### src/rtl/mc_control.sv
// Multicycle control FSM: sequences fetch/decode/execute/memory/write-back and drives datapath enables.
// Optional HALT opcode support is enabled by defining CTRL_HALT_EN.
module mc_control (
    input  logic       clk,
    input  logic       reset,
    input  logic [3:0] op,
    input  logic       zero,
    input  logic       memready,
    output logic       pcen,
    output logic       irwrite,
    output logic       regwrite,
    output logic       memwrite,
    output logic       alusrca,
    output logic       iord,
    output logic       memtoreg,
    output logic       regdst,
    output logic [1:0] alusrcb,
    output logic [1:0] pcsrc,
    output logic [2:0] alucontrol,
    output logic       illegal,
    output logic       halted
);
    localparam logic [3:0] OP_ADD  = 4'b0000;
    localparam logic [3:0] OP_NAND = 4'b0010;
    localparam logic [3:0] OP_ADDI = 4'b0001;
    localparam logic [3:0] OP_LW   = 4'b0100;
    localparam logic [3:0] OP_SW   = 4'b0101;
    localparam logic [3:0] OP_BEQ  = 4'b1100;
    localparam logic [3:0] OP_JMP  = 4'b1000;
    localparam logic [3:0] OP_CALL = 4'b1101;
    localparam logic [3:0] OP_HALT = 4'b1111;

    typedef enum logic [3:0] {
        S_FETCH, S_DECODE, S_EXEC, S_ALUWB, S_ADDIEX, S_ADDIWB, S_MEMADR,
        S_MEMRD, S_MEMWB, S_MEMWR, S_BRANCH, S_JUMP,
`ifdef CTRL_HALT_EN
        S_HALT,
`endif
        S_CALL
    } state_t;

    state_t state_q, state_d;
    logic   pcen_c, irwrite_c, regwrite_c, memwrite_c, illegal_c, halted_c;

    always_ff @(posedge clk or negedge reset) begin
        if (!reset) state_q <= S_FETCH;
        else        state_q <= state_d;
    end

    always_comb begin
        state_d    = state_q;
        pcen_c     = 1'b0;
        irwrite_c  = 1'b0;
        regwrite_c = 1'b0;
        memwrite_c = 1'b0;
        illegal_c  = 1'b0;
        halted_c   = 1'b0;
        alusrca    = 1'b0;
        iord       = 1'b0;
        memtoreg   = 1'b0;
        regdst     = 1'b0;
        alusrcb    = 2'b00;
        pcsrc      = 2'b00;
        alucontrol = 3'b000;
        unique case (state_q)
            S_FETCH: begin
                alusrcb   = 2'b01;
                irwrite_c = memready;
                pcen_c    = memready;
                if (memready) state_d = S_DECODE;
            end
            S_DECODE: begin
                // ALU computes the branch target here so aluout holds it for BRANCH
                alusrcb = 2'b11;
                unique case (op)
                    OP_ADD, OP_NAND: state_d = S_EXEC;
                    OP_ADDI:         state_d = S_ADDIEX;
                    OP_LW, OP_SW:    state_d = S_MEMADR;
                    OP_BEQ:          state_d = S_BRANCH;
                    OP_JMP:          state_d = S_JUMP;
                    OP_CALL:         state_d = S_CALL;
`ifdef CTRL_HALT_EN
                    OP_HALT:         state_d = S_HALT;
`endif
                    default: begin
                        illegal_c = 1'b1;
                        state_d   = S_FETCH;
                    end
                endcase
            end
            S_EXEC: begin
                alusrca    = 1'b1;
                alucontrol = (op == OP_NAND) ? 3'b010 : 3'b000;
                state_d    = S_ALUWB;
            end
            S_ALUWB: begin
                regwrite_c = 1'b1;
                regdst     = 1'b1;
                state_d    = S_FETCH;
            end
            S_ADDIEX: begin
                alusrca = 1'b1;
                alusrcb = 2'b10;
                state_d = S_ADDIWB;
            end
            S_ADDIWB: begin
                regwrite_c = 1'b1;
                state_d    = S_FETCH;
            end
            S_MEMADR: begin
                alusrca = 1'b1;
                alusrcb = 2'b10;
                state_d = (op == OP_SW) ? S_MEMWR : S_MEMRD;
            end
            S_MEMRD: begin
                iord = 1'b1;
                if (memready) state_d = S_MEMWB;
            end
            S_MEMWB: begin
                regwrite_c = 1'b1;
                memtoreg   = 1'b1;
                state_d    = S_FETCH;
            end
            S_MEMWR: begin
                iord       = 1'b1;
                memwrite_c = 1'b1;
                if (memready) state_d = S_FETCH;
            end
            S_BRANCH: begin
                alusrca    = 1'b1;
                alucontrol = 3'b001;
                pcsrc      = 2'b01;
                pcen_c     = zero;
                state_d    = S_FETCH;
            end
            S_JUMP: begin
                pcsrc   = 2'b10;
                pcen_c  = 1'b1;
                state_d = S_FETCH;
            end
            S_CALL: begin
                // datapath supplies pc+2 as the link write data
                pcsrc      = 2'b10;
                pcen_c     = 1'b1;
                regwrite_c = 1'b1;
                state_d    = S_FETCH;
            end
`ifdef CTRL_HALT_EN
            S_HALT: halted_c = 1'b1;
`endif
            default: state_d = S_FETCH;
        endcase
    end

    // Enables are gated so nothing fires while reset is held, even in FETCH
    assign pcen     = pcen_c     & reset;
    assign irwrite  = irwrite_c  & reset;
    assign regwrite = regwrite_c & reset;
    assign memwrite = memwrite_c & reset;
    assign illegal  = illegal_c  & reset;
`ifdef CTRL_HALT_EN
    assign halted   = halted_c   & reset;
`else
    assign halted   = 1'b0;
`endif
endmodule
### config.mk
export PLATFORM = sky130hd
export DESIGN_NAME = mc_control
export DESIGN_NICKNAME = d
export VERILOG_FILES = /design/src/rtl/mc_control.sv
export SDC_FILE = /design/constraint.sdc
export NUM_CORES = 1
export LEC_CHECK = 0
export ABC_AREA = 1
export BUFFER_PORTS_ARGS = -buffer_cell sky130_fd_sc_hd__buf_4
export CAP_MARGIN = 5
export CORE_AREA = 4 4 41 43
export CTS_BUF_LIST = sky130_fd_sc_hd__clkbuf_16
export CTS_CLUSTER_SIZE = 8
export DETAILED_ROUTE_END_ITERATION = 16
export DIE_AREA = 0 0 45 47
export PLACE_DENSITY = 0.69
export RECOVER_POWER = 25
export SLEW_MARGIN = 40
export SYNTH_ARGS = -nofsm -noshare
export SYNTH_HDL_FRONTEND = slang
export SYNTH_SLANG_ARGS = --single-unit
### constraint.sdc
create_clock -name clk -period 2.4 [get_ports clk]
set_input_delay 0.48 -clock clk [delete_from_list [all_inputs] [get_ports clk]]
set_output_delay 0.48 -clock clk [all_outputs]
set_load 0.05 [all_outputs]
; Yosys cells after proc, flatten, opt, wreduce, memory -nomap -nowiden
; Cells that the tools add are included.
; Widths: inputs -> output; s select.
[op_classes]
eq_ne = 22
mux = 20
bitwise_logic = 5
n_reduce_logical = 11
[ops]
columns = op, count
row1 = $eq 4x4->1 const B, 8
row2 = $pmux 4 s7, 1
row3 = $eq 4x3->1 const B, 6
row4 = $pmux 4 s6, 1
row5 = $mux 4, 4
row6 = $eq 4x2->1 const B, 3
row7 = $reduce_or 2->1, 5
row8 = $mux 1, 9
row9 = $eq 4x1->1 const B, 2
row10 = $logic_not 4->1, 2
row11 = $pmux 2 s2, 2
row12 = $reduce_or 4->1, 2
row13 = $reduce_or 8->1, 1
row14 = $ne 2x2->1 const B, 3
row15 = $pmux 2 s3, 1
row16 = $and 1x1->1, 5
row17 = $pmux 1 s3, 1
row18 = $reduce_and 3->1, 1
row19 = $mux 2, 1
[totals]
regBits = 4
in_bits = 8
out_inout_bits = 17
word_cells = 59

; Longest topological paths before layout
[logic_depth]
depth_word = 5
depth_mapped = 8
mapped_depth_nobuf = 8

; Worst setup path before layout
; Ideal clock, no wire load.
[synth_path]
kind = register -> output
startpoint = register state_q[3]
endpoint = output alucontrol[1]
t_arrival_ns = 2.199
t_required_ns = 1.920
slack_ns = -0.279
stages_incl_launch_ff = 4
n_path_buf = 0
cell_sequence = dfrtp_1 -> nor2_2 -> nand3_1 -> nor4_1
[synth_via]
elab_chain_len = 2
word_cells_on_any_way = 3
classes_between = 2 x eq/ne / 1 x mux
[synth_lines]
columns = element, line_no
row1 = from (decl), 42  ; state_t state_q, state_d;
row2 = from (signal assigned), 47  ; else state_q <= state_d;
row3 = $eq 4x4->1 / $eq 4x2->1 (equally long branches), 65  ; unique case (state_q)
row4 = $pmux 2 s2 *, 65
row5 = to (decl), 19  ; output logic [2:0] alucontrol,
; Every way passes the cells marked *; elsewhere a longest branch is shown, timed or not.

; Worst setup path after layout
[layout_path]
startpoint = register state_q[0]
endpoint = output pcen
[layout_via]
elab_chain_len = 4
word_cells_on_any_way = 7
classes_between = 3 x eq/ne / 1 x mux / 1 x bitwise / 2 x reduce/logical
[layout_lines]
columns = element, line_no
row1 = $eq 4x4->1, 65
row2 = $reduce_or 2->1 (no line), --
row3 = $pmux 1 s3 *, 65
row4 = $and 1x1->1 *, 156  ; assign pcen = pcen_c & reset;
row5 = to (decl), 9  ; output logic pcen,
; Marks and branches as above.

==> out/qor.txt <==
Outcome - finished, final reports clean
Top-area cell type share of the netlist area - 18.06%
Initial antenna violation count - 0
Max clock buf depth - 2
Post-CTS resize count - 0
Detail Route Antenna Nets - 0
Worst Clk Skew - 0.001853 ns
Worst setup margin - 0.4100 ns
Largest net degree at the start of global routing - 9
Vias in the first global route - 560
Max Slew Vio Count - 0
Synth Instances - 97
Count leader, synth - nand2_1
CP max-delay cell - dfrtp_1
H-tree depth - 1
Largest register FFs - 4
Hpwl dp - 1189 um
Hold Vio Cnt, Final - 0
Vias - 633
Die Width - 45 um
Max-cap violations - 0
Post-synthesis sequential area ratio - 18.06%
Most flops, register - state_q
RSZ-0062 raised after global routing - no
TritonCTS clock tree - done
CP max stage delay - 0.47 ns
Warning count from the yosys run - 0
Flops & latches, synth - 4
GRT Total Usage - 15.20%
Final worst-path cycle share - 82.92%
First-pass GRT wire length - 2366 um
Die height - 47 um
Hold_buf cts - 0
Max frequency - 502.5 MHz
Setup Viol. Count Final - 0
Crit-path cells - nor2_1 > nand2_1 > nor2_1 > nor2_1 > nand2_1 > nand2_1 > nand2_1 > buf_4
GRT overflow - 0
Top Ports - 25
# diodes - 0
Die area - 2115 sq um
Ranking of synthesized cells by area - dfrtp_1 (18%), nand2_1 (16%), nor2_1 (11%), nand3_1 (8.1%), inv_1 (6.8%)
CTS Sinks - 4
Worst skew pair latency - 0.22 ns
Arr. time, crit path - 1.51 ns
VDD IR-drop max - 0.0006995 V
Post-synth top flop - dfrtp_1
CTS Buf Count - 3
Initial DRC count - 13
Crit. End Element - output pin
Biggest registers after layout - state_q (4)
Crit Path Class - flip-flop to output pin
Rows - 13
Proportion of layout cells with a drive suffix above 1 - 35.00%
Fin nets - 130
Gpl congestion - 0.8207
DRC - 0
Most used cell, CP - nand2_1
Initial Utilization - 42.60%
Post-CTS setup buffer count - 0
Core ar. - 1301 sq um
Mapped Area - 554.3 sq um
Pwr Total - 1.055 mW
Critical path startpoint - state_q[0]
Cell leakage power - 0.4516 nW
Fin crit period - 1.990 ns
Setup WS pre-CTS - 0.6693 ns
Reg clk slew, reported paths - 0.03 ns
Clock root cell - clkbuf_16
Hold Slack - 0.1598 ns
Commonest cells post-synth - nand2_1 (24), nor2_1 (16), inv_1 (10), nand3_1 (9), nand2_2 (5)
Number of flops mapped to enable cells by yosys - 0
Asr flop ratio synth - 100.0%
Final wirelength - 1414 um
Routed WL per cell - 10.47 um
Vias per cell - 4.689
Worst r2r src - state_q[0]
Min-delay worst type - input port to asynchronous set/reset pin
# port buffers - 22
Avg Cell Area, Syn - 5.714 sq um
Synth-to-Final Area Change - 44.24%
Setup_tns - 0 ns
Synth area leader - dfrtp_1
Synth unique cells - 23
Final Util - 61.44%
Req. time, crit path - 1.92 ns
Startpoint types - flip-flop
PD cells - 1319 nW/um^2
Largest fanout on the critical path - 8
TritonRoute pass-1 iters - 4
through the flow:
stage,cells,area (sq um)
6_report,135,799.5
2_1_floorplan,98,564.3
3_5_place_dp,132,728.2
4_1_cts,135,803.3
3_3_place_gp,132,728.2
5_1_grt,135,799.5
cell usage in the layout, fill, tap and decap left out:
cell and n:
o221ai_1 1, nand2_2 5, inv_2 4, clkbuf_16 3, nor2_4 3, clkinv_1 1, nor2_1 16, clkbuf_1 1
nand2_1 24, nand3_2 1, a21oi_1 3, nor4_2 1, nand4_1 1, nor2_2 1, dfrtp_1 4, conb_1 2
buf_4 21, o22ai_1 1, clkinv_2 1, inv_1 10, nand2_4 2, o211ai_1 1, o21ai_0 4, nand3_1 9
worst max-delay path, delay by kind of cell (launching register included):
kind	cells	cell delay [ns]
buf+inv	1	0.19
flops	1	0.47
simple gates	7	0.62
report_power, final:
group          leakage, nW  switching, mW  total, mW  internal [mW]
combinational        0.363          0.456      0.649          0.193
clock               0.0370         0.0441      0.257          0.213
sequential          0.0519         0.0568      0.149         0.0923
total                0.452          0.556       1.05          0.498
cell families after synthesis:
logic type / after synthesis / share of synthesized area (%)
other: 1 / 0.6766
AND/OR/NAND/NOR: 63 / 56.21
flip-flops: 4 / 18.06
buffers and inverters: 19 / 14.67
AO/OA/AOI/OAI: 10 / 10.38
path summary, 6_finish.rpt:
kind                                   end  slack [ns]  cells past startpoint
worst max register to register  state_q[3]        1.22                      7
worst max-delay path                  pcen        0.41                      8
worst min register to register  state_q[0]        0.71                      2
worst min-delay path            state_q[3]        0.16                      1
max in group asynchronous       state_q[2]        1.95                      1
min in group clk                state_q[3]        0.60                      4
layer usage:
layer	track usage [%]	share of wire, %
met4	7.018	0
met5	0	0
met1	19.45	46
met3	1.533	4.1
met2	25.71	50
layout make-up:
type,instances,area [sq um]
tap,15,18.77
clock buffer,3,75.07
inverter,16,61.31
sequential,4,100.1
multi-input combinational,75,382.9
fill,142,501.7
timing repair buffer,22,161.4
(Power assumes the default switching activity.)
